`src/rtl/sdr_wb_arbiter.sv`:
```
// Two-master round-robin Wishbone arbiter in front of the SDRAM controller slave port.
// Grants are held for a whole cyc assertion; a stall watchdog force-releases a hung grant.
module sdr_wb_arbiter #(
    parameter int unsigned AW        = 26,
    parameter int unsigned DW        = 32,
    parameter int unsigned TO_CYCLES = 1024
) (
    input  logic              sys_clk,
    input  logic              RESETN,
    input  logic              m0_cyc_i,
    input  logic              m0_stb_i,
    input  logic              m0_we_i,
    input  logic [AW-1:0]     m0_addr_i,
    input  logic [DW-1:0]     m0_dat_i,
    input  logic [DW/8-1:0]   m0_sel_i,
    input  logic [2:0]        m0_cti_i,
    output logic              m0_ack_o,
    output logic              m0_err_o,
    output logic [DW-1:0]     m0_dat_o,
    input  logic              m1_cyc_i,
    input  logic              m1_stb_i,
    input  logic              m1_we_i,
    input  logic [AW-1:0]     m1_addr_i,
    input  logic [DW-1:0]     m1_dat_i,
    input  logic [DW/8-1:0]   m1_sel_i,
    input  logic [2:0]        m1_cti_i,
    output logic              m1_ack_o,
    output logic              m1_err_o,
    output logic [DW-1:0]     m1_dat_o,
    output logic              wb_cyc_o,
    output logic              wb_stb_o,
    output logic              wb_we_o,
    output logic [AW-1:0]     wb_addr_o,
    output logic [DW-1:0]     wb_dat_o,
    output logic [DW/8-1:0]   wb_sel_o,
    output logic [2:0]        wb_cti_o,
    input  logic              wb_ack_i,
    input  logic [DW-1:0]     wb_dat_i,
    output logic [1:0]        grant_o
);

    localparam int unsigned WDW = 16;
    localparam logic [WDW-1:0] WD_LAST = WDW'(TO_CYCLES - 1);

    typedef enum logic [1:0] {
        IDLE = 2'd0,
        G0   = 2'd1,
        G1   = 2'd2
    } state_t;

    state_t         state;
    state_t         state_nxt;
    logic           last;
    logic [1:0]     blocked;
    logic [WDW-1:0] wd_cnt;
    logic           req0;
    logic           req1;
    logic           stall;
    logic           timeout;

    // A master that was force-released must drop cyc before it may compete again
    assign req0 = m0_cyc_i && !blocked[0];
    assign req1 = m1_cyc_i && !blocked[1];

    // Slave-side mux, selected by the registered grant
    always_comb begin
        wb_cyc_o  = 1'b0;
        wb_stb_o  = 1'b0;
        wb_we_o   = 1'b0;
        wb_addr_o = '0;
        wb_dat_o  = '0;
        wb_sel_o  = '0;
        wb_cti_o  = 3'b000;
        case (state)
            G0: begin
                wb_cyc_o  = m0_cyc_i;
                wb_stb_o  = m0_stb_i && m0_cyc_i;
                wb_we_o   = m0_we_i;
                wb_addr_o = m0_addr_i;
                wb_dat_o  = m0_dat_i;
                wb_sel_o  = m0_sel_i;
                wb_cti_o  = m0_cti_i;
            end
            G1: begin
                wb_cyc_o  = m1_cyc_i;
                wb_stb_o  = m1_stb_i && m1_cyc_i;
                wb_we_o   = m1_we_i;
                wb_addr_o = m1_addr_i;
                wb_dat_o  = m1_dat_i;
                wb_sel_o  = m1_sel_i;
                wb_cti_o  = m1_cti_i;
            end
            default: ;
        endcase
    end

    // Ack beats the timeout when both land on the same cycle
    assign stall   = wb_stb_o && !wb_ack_i;
    assign timeout = stall && (wd_cnt == WD_LAST);

    assign m0_ack_o = wb_ack_i && (state == G0);
    assign m1_ack_o = wb_ack_i && (state == G1);
    assign m0_err_o = timeout && (state == G0);
    assign m1_err_o = timeout && (state == G1);
    assign m0_dat_o = wb_dat_i;
    assign m1_dat_o = wb_dat_i;
    assign grant_o  = {state == G1, state == G0};

    // Next-state: round-robin on ties, direct handover when the other master waits
    always_comb begin
        state_nxt = state;
        case (state)
            IDLE: begin
                if (req0 && req1) begin
                    state_nxt = last ? G0 : G1;
                end else if (req0) begin
                    state_nxt = G0;
                end else if (req1) begin
                    state_nxt = G1;
                end
            end
            G0: begin
                if (timeout) begin
                    state_nxt = IDLE;
                end else if (!m0_cyc_i) begin
                    state_nxt = req1 ? G1 : IDLE;
                end
            end
            G1: begin
                if (timeout) begin
                    state_nxt = IDLE;
                end else if (!m1_cyc_i) begin
                    state_nxt = req0 ? G0 : IDLE;
                end
            end
            default: state_nxt = IDLE;
        endcase
    end

    always_ff @(posedge sys_clk or negedge RESETN) begin
        if (!RESETN) begin
            state   <= IDLE;
            last    <= 1'b1;
            blocked <= 2'b00;
            wd_cnt  <= '0;
        end else begin
            state <= state_nxt;
            if (state_nxt == G0) begin
                last <= 1'b0;
            end else if (state_nxt == G1) begin
                last <= 1'b1;
            end
            if (timeout && (state == G0)) begin
                blocked[0] <= 1'b1;
            end else if (!m0_cyc_i) begin
                blocked[0] <= 1'b0;
            end
            if (timeout && (state == G1)) begin
                blocked[1] <= 1'b1;
            end else if (!m1_cyc_i) begin
                blocked[1] <= 1'b0;
            end
            if ((state_nxt != state) || !stall) begin
                wd_cnt <= '0;
            end else begin
                wd_cnt <= wd_cnt + WDW'(1);
            end
        end
    end

endmodule

```
`config.mk`:
```
export PLATFORM = sky130hd
export DESIGN_NAME = sdr_wb_arbiter
export DESIGN_NICKNAME = d
export VERILOG_FILES = /design/src/rtl/sdr_wb_arbiter.sv
export SDC_FILE = /design/constraint.sdc
export NUM_CORES = 1
export LEC_CHECK = 0
export CELL_PAD_IN_SITES_DETAIL_PLACEMENT = 0
export CELL_PAD_IN_SITES_GLOBAL_PLACEMENT = 1
export CORE_MARGIN = 3
export CORE_UTILIZATION = 18
export DETAILED_ROUTE_END_ITERATION = 8
export PLACE_DENSITY = 0.83
export SLEW_MARGIN = 10
export SYNTH_ARGS = -nofsm -noshare
export SYNTH_HDL_FRONTEND = slang
export SYNTH_SLANG_ARGS = --single-unit
```
`constraint.sdc`:
```
create_clock -name sys_clk -period 3.2 [get_ports sys_clk]
set_clock_uncertainty 0.2 [all_clocks]
set_input_delay 0.8 -clock sys_clk [delete_from_list [all_inputs] [get_ports sys_clk]]
set_output_delay 0.8 -clock sys_clk [all_outputs]
set_load 0.02 [all_outputs]
```
==> run_results.csv <==
group,metric,value,unit
status,status,"finished clean",
cts,numCtsBuffers,3,
global_routing,grt_pass1_vias,3270,
drt,drt_iter0_markers,135,
timing,hold_violations,0,
cts,cts_num_sinks,21,
cts,cts_buffer_depth,2,
floorplan,core,15310,um^2
drt,wire_per_inst,15.67,um
setup_path,startpoint,"wb_ack_i",
global_routing,grt_pass1_wl,17120,um
setup_path,r2r_cells,11,
cts,ctsRootBufferMaster,"clkbuf_16",
floorplan,placementRows,45,
floorplan,die_w,131.5,um
synthesis,yosysWarnings,0,
final_layout,final_common_cell,"clkdlybuf4s50_1",
drt,first_pass_iters,4,
final_layout,final_cell_mix,"clkdlybuf4s50_1, dlygate4sd2_1, nor2b_1",
final_layout,layout.nets,662,
setup_path,critical_path_class,"input pin to output port",
floorplan,dieArea,17300,um^2
timing,fin_crit,3140,ps
drt,vias,3043,
drt,avgViaCountPerCell,4.385,
timing,worst_pin_slew,634.2,ps
setup_path,cp_common_cell,"clkdlybuf4s50_1",
drt,wirelength,10870,um
setup_path,r2r-start,"state[1]",
setup_path,arrival,2140,ps
job,maxCapViolations,0,
timing,slew_headroom,57.72,%
cts,tritoncts,"done",
synthesis,async_flop_share,100.0,%
floorplan,initial_core_util,18.52,%
global_routing,grt_max_degree,71,
timing,maxSlewViolCount,0,
final_layout,antenna_cells,0,
timing,tns,0,ps
setup_path,worstPathMaxFanout,3,
final_layout,layout-drive-gt1-share,10.97,%
synthesis,synth_cell_types,43,
worst_hold_path,min_to,"blocked[0]",
setup_path,reg2reg_to,"wd_cnt[1]",
power,p_leak,0.002035,uW
cts,clk_pin_slew,60,ps
placed_design,place_ws,-350.9,ps
global_routing,gr-total-overflow,0,
worst_hold_path,hold_depth,1,
setup_path,path_cells,"clkdlybuf4s50_1 > buf_4 > and2_1 > clkdlybuf4s50_1",
power,peakVddDrop,325.0,uV
setup_path,worstSetupStartpointType,"input pin",
worst_hold_path,hold_class,"flip-flop to flip-flop",
synthesis,synth_area,2836,um^2
timing,max_freq,318.5,MHz
timing,rsz0062_at_grt,"false",
placed_design,io_buffers,212,
drt,drc,0,
global_routing,antenna_found_initial,0,
worst_hold_path,min_from,"blocked[0]",
floorplan,fp.dieH,131.5,um
cts,cts_hold_buf,0,
synthesis,synth_nets,517,
drt,ant_nets,0,
synthesis,netlist_instances,339,
synthesis,synth-seq-cells,21,
setup_path,reg2reg_slack,330,ps
setup_path,slowest_delay,600,ps
global_routing,grt_use_total,11.71,%
power,powerDensity,711.3,nW/um^2
timing,period_share,98.13,%
synthesis,synth_edf_count,0,
timing,setup_viol,0,
placed_design,dp_hpwl,7971,um
synthesis,ys.flop_type,"dfrtp_1",
final_layout,synthToLayoutAreaGrowth,72.47,%
placed_design,gp_congestion,0.8482,
timing,fin_ws,59.82,ps
floorplan,ioPinCount,309,
setup_path,crit_required,2200,ps
synthesis,seq_area_frac_synth,18.57,%
cts,clk_latency,250,ps
setup_path,critical_path.slowest_cell,"clkdlybuf4s50_1",
cts,htree_levels,1,
synthesis,synth.avg_cell_area,8.367,um^2
setup_path,endpoint_kind,"output port",
[synth_stat cells, types with 2 or more instances]
cell type	number	area share [%]
inv_1	7	0.93
ha_1	7	3.1
nor4_2	9	4.0
and2_1	3	0.66
a32oi_1	2	0.62
nand2_1	7	0.93
and2_2	2	0.53
clkbuf_1	19	2.5
nand4_1	5	1.1
xnor2_1	5	1.5
dfrtp_1	20	18
nor2b_1	67	15
nand3_1	4	0.71
and3_1	2	0.44
buf_2	2	0.35
buf_4	64	17
a21o_1	2	0.53
nor3_1	2	0.35
nor4_1	7	1.5
nor2_1	3	0.40
buf_6	2	0.79
a22oi_1	66	17
xor2_1	9	2.8
buf_1	4	0.53
[layer usage]
layer,part of all wire (%),GRT usage [%]
met2,50,20.63
met5,0,0
met4,0.68,2.042
met1,39,13.92
met3,9.8,4.058
[timing repair]
item,4_1_cts,5_1_grt
gates cloned,2,0
resized for setup,78,4
setup endpoints to repair,85,2
buffers inserted,0,0
[sequential cells by signal, indices dropped and copies added, names as in the netlist]
register / flops
wd_cnt: 16
blocked: 2
state: 2
last: 1
[critical path, delay by kind of cell]
family                 cells  cell delay [ps]
buffers and inverters      3             1230
AND/OR/NAND/NOR            1              120
[logic make-up (layout without fill, tap and decap cells)]
| kind of cell | after synthesis | count (layout) | synth area share, % |
|---|---|---|---|
| compound gates | 77 | 77 | 21.70 |
| xor+xnor | 16 | 16 | 5.867 |
| fa+ha+maj | 7 | 7 | 3.088 |
| buf+inv | 98 | 242 | 22.06 |
| flops | 21 | 21 | 18.57 |
| simple gates | 120 | 120 | 28.72 |
[final cells by class]
type	instances	area [um^2]
tap	211	264.0
timing repair buffer	231	2267
fill	1616	10420
multi-input combinational	220	1728
clock buffer	3	75.07
sequential	21	526.8
inverter	7	26.28
clock inverter	1	5.005
[per-stage QoR]
stage	cells	power, uW	hold WS (ps)	utilization [%]	cell area [um^2]
CTS	694	3531	290.1	31.99	4900
floorplan	339	2142	242.4	-	2836
global placement	688	3168	257.2	31.38	4806
finish	694	3480	282.3	31.94	4892
detailed placement	688	3208	276.0	31.38	4806
global route	694	3708	304.0	31.94	4892
[worst max-delay path by stage]
stage / slack [ps] / to
floorplan: 130 / wb_addr_o[14]
global placement: -340 / m0_err_o
detailed placement: -350 / m0_err_o
CTS: 0.7 / m0_err_o
global route: 8 / m0_ack_o
finish: 60 / m0_ack_o
[where the power goes]
group	switching, uW	internal (uW)	total, uW
combinational	1570	1340	2900
sequential	17.5	292	309
clock	101	168	268
No activity file was read; power rests on OpenSTA's default activity.
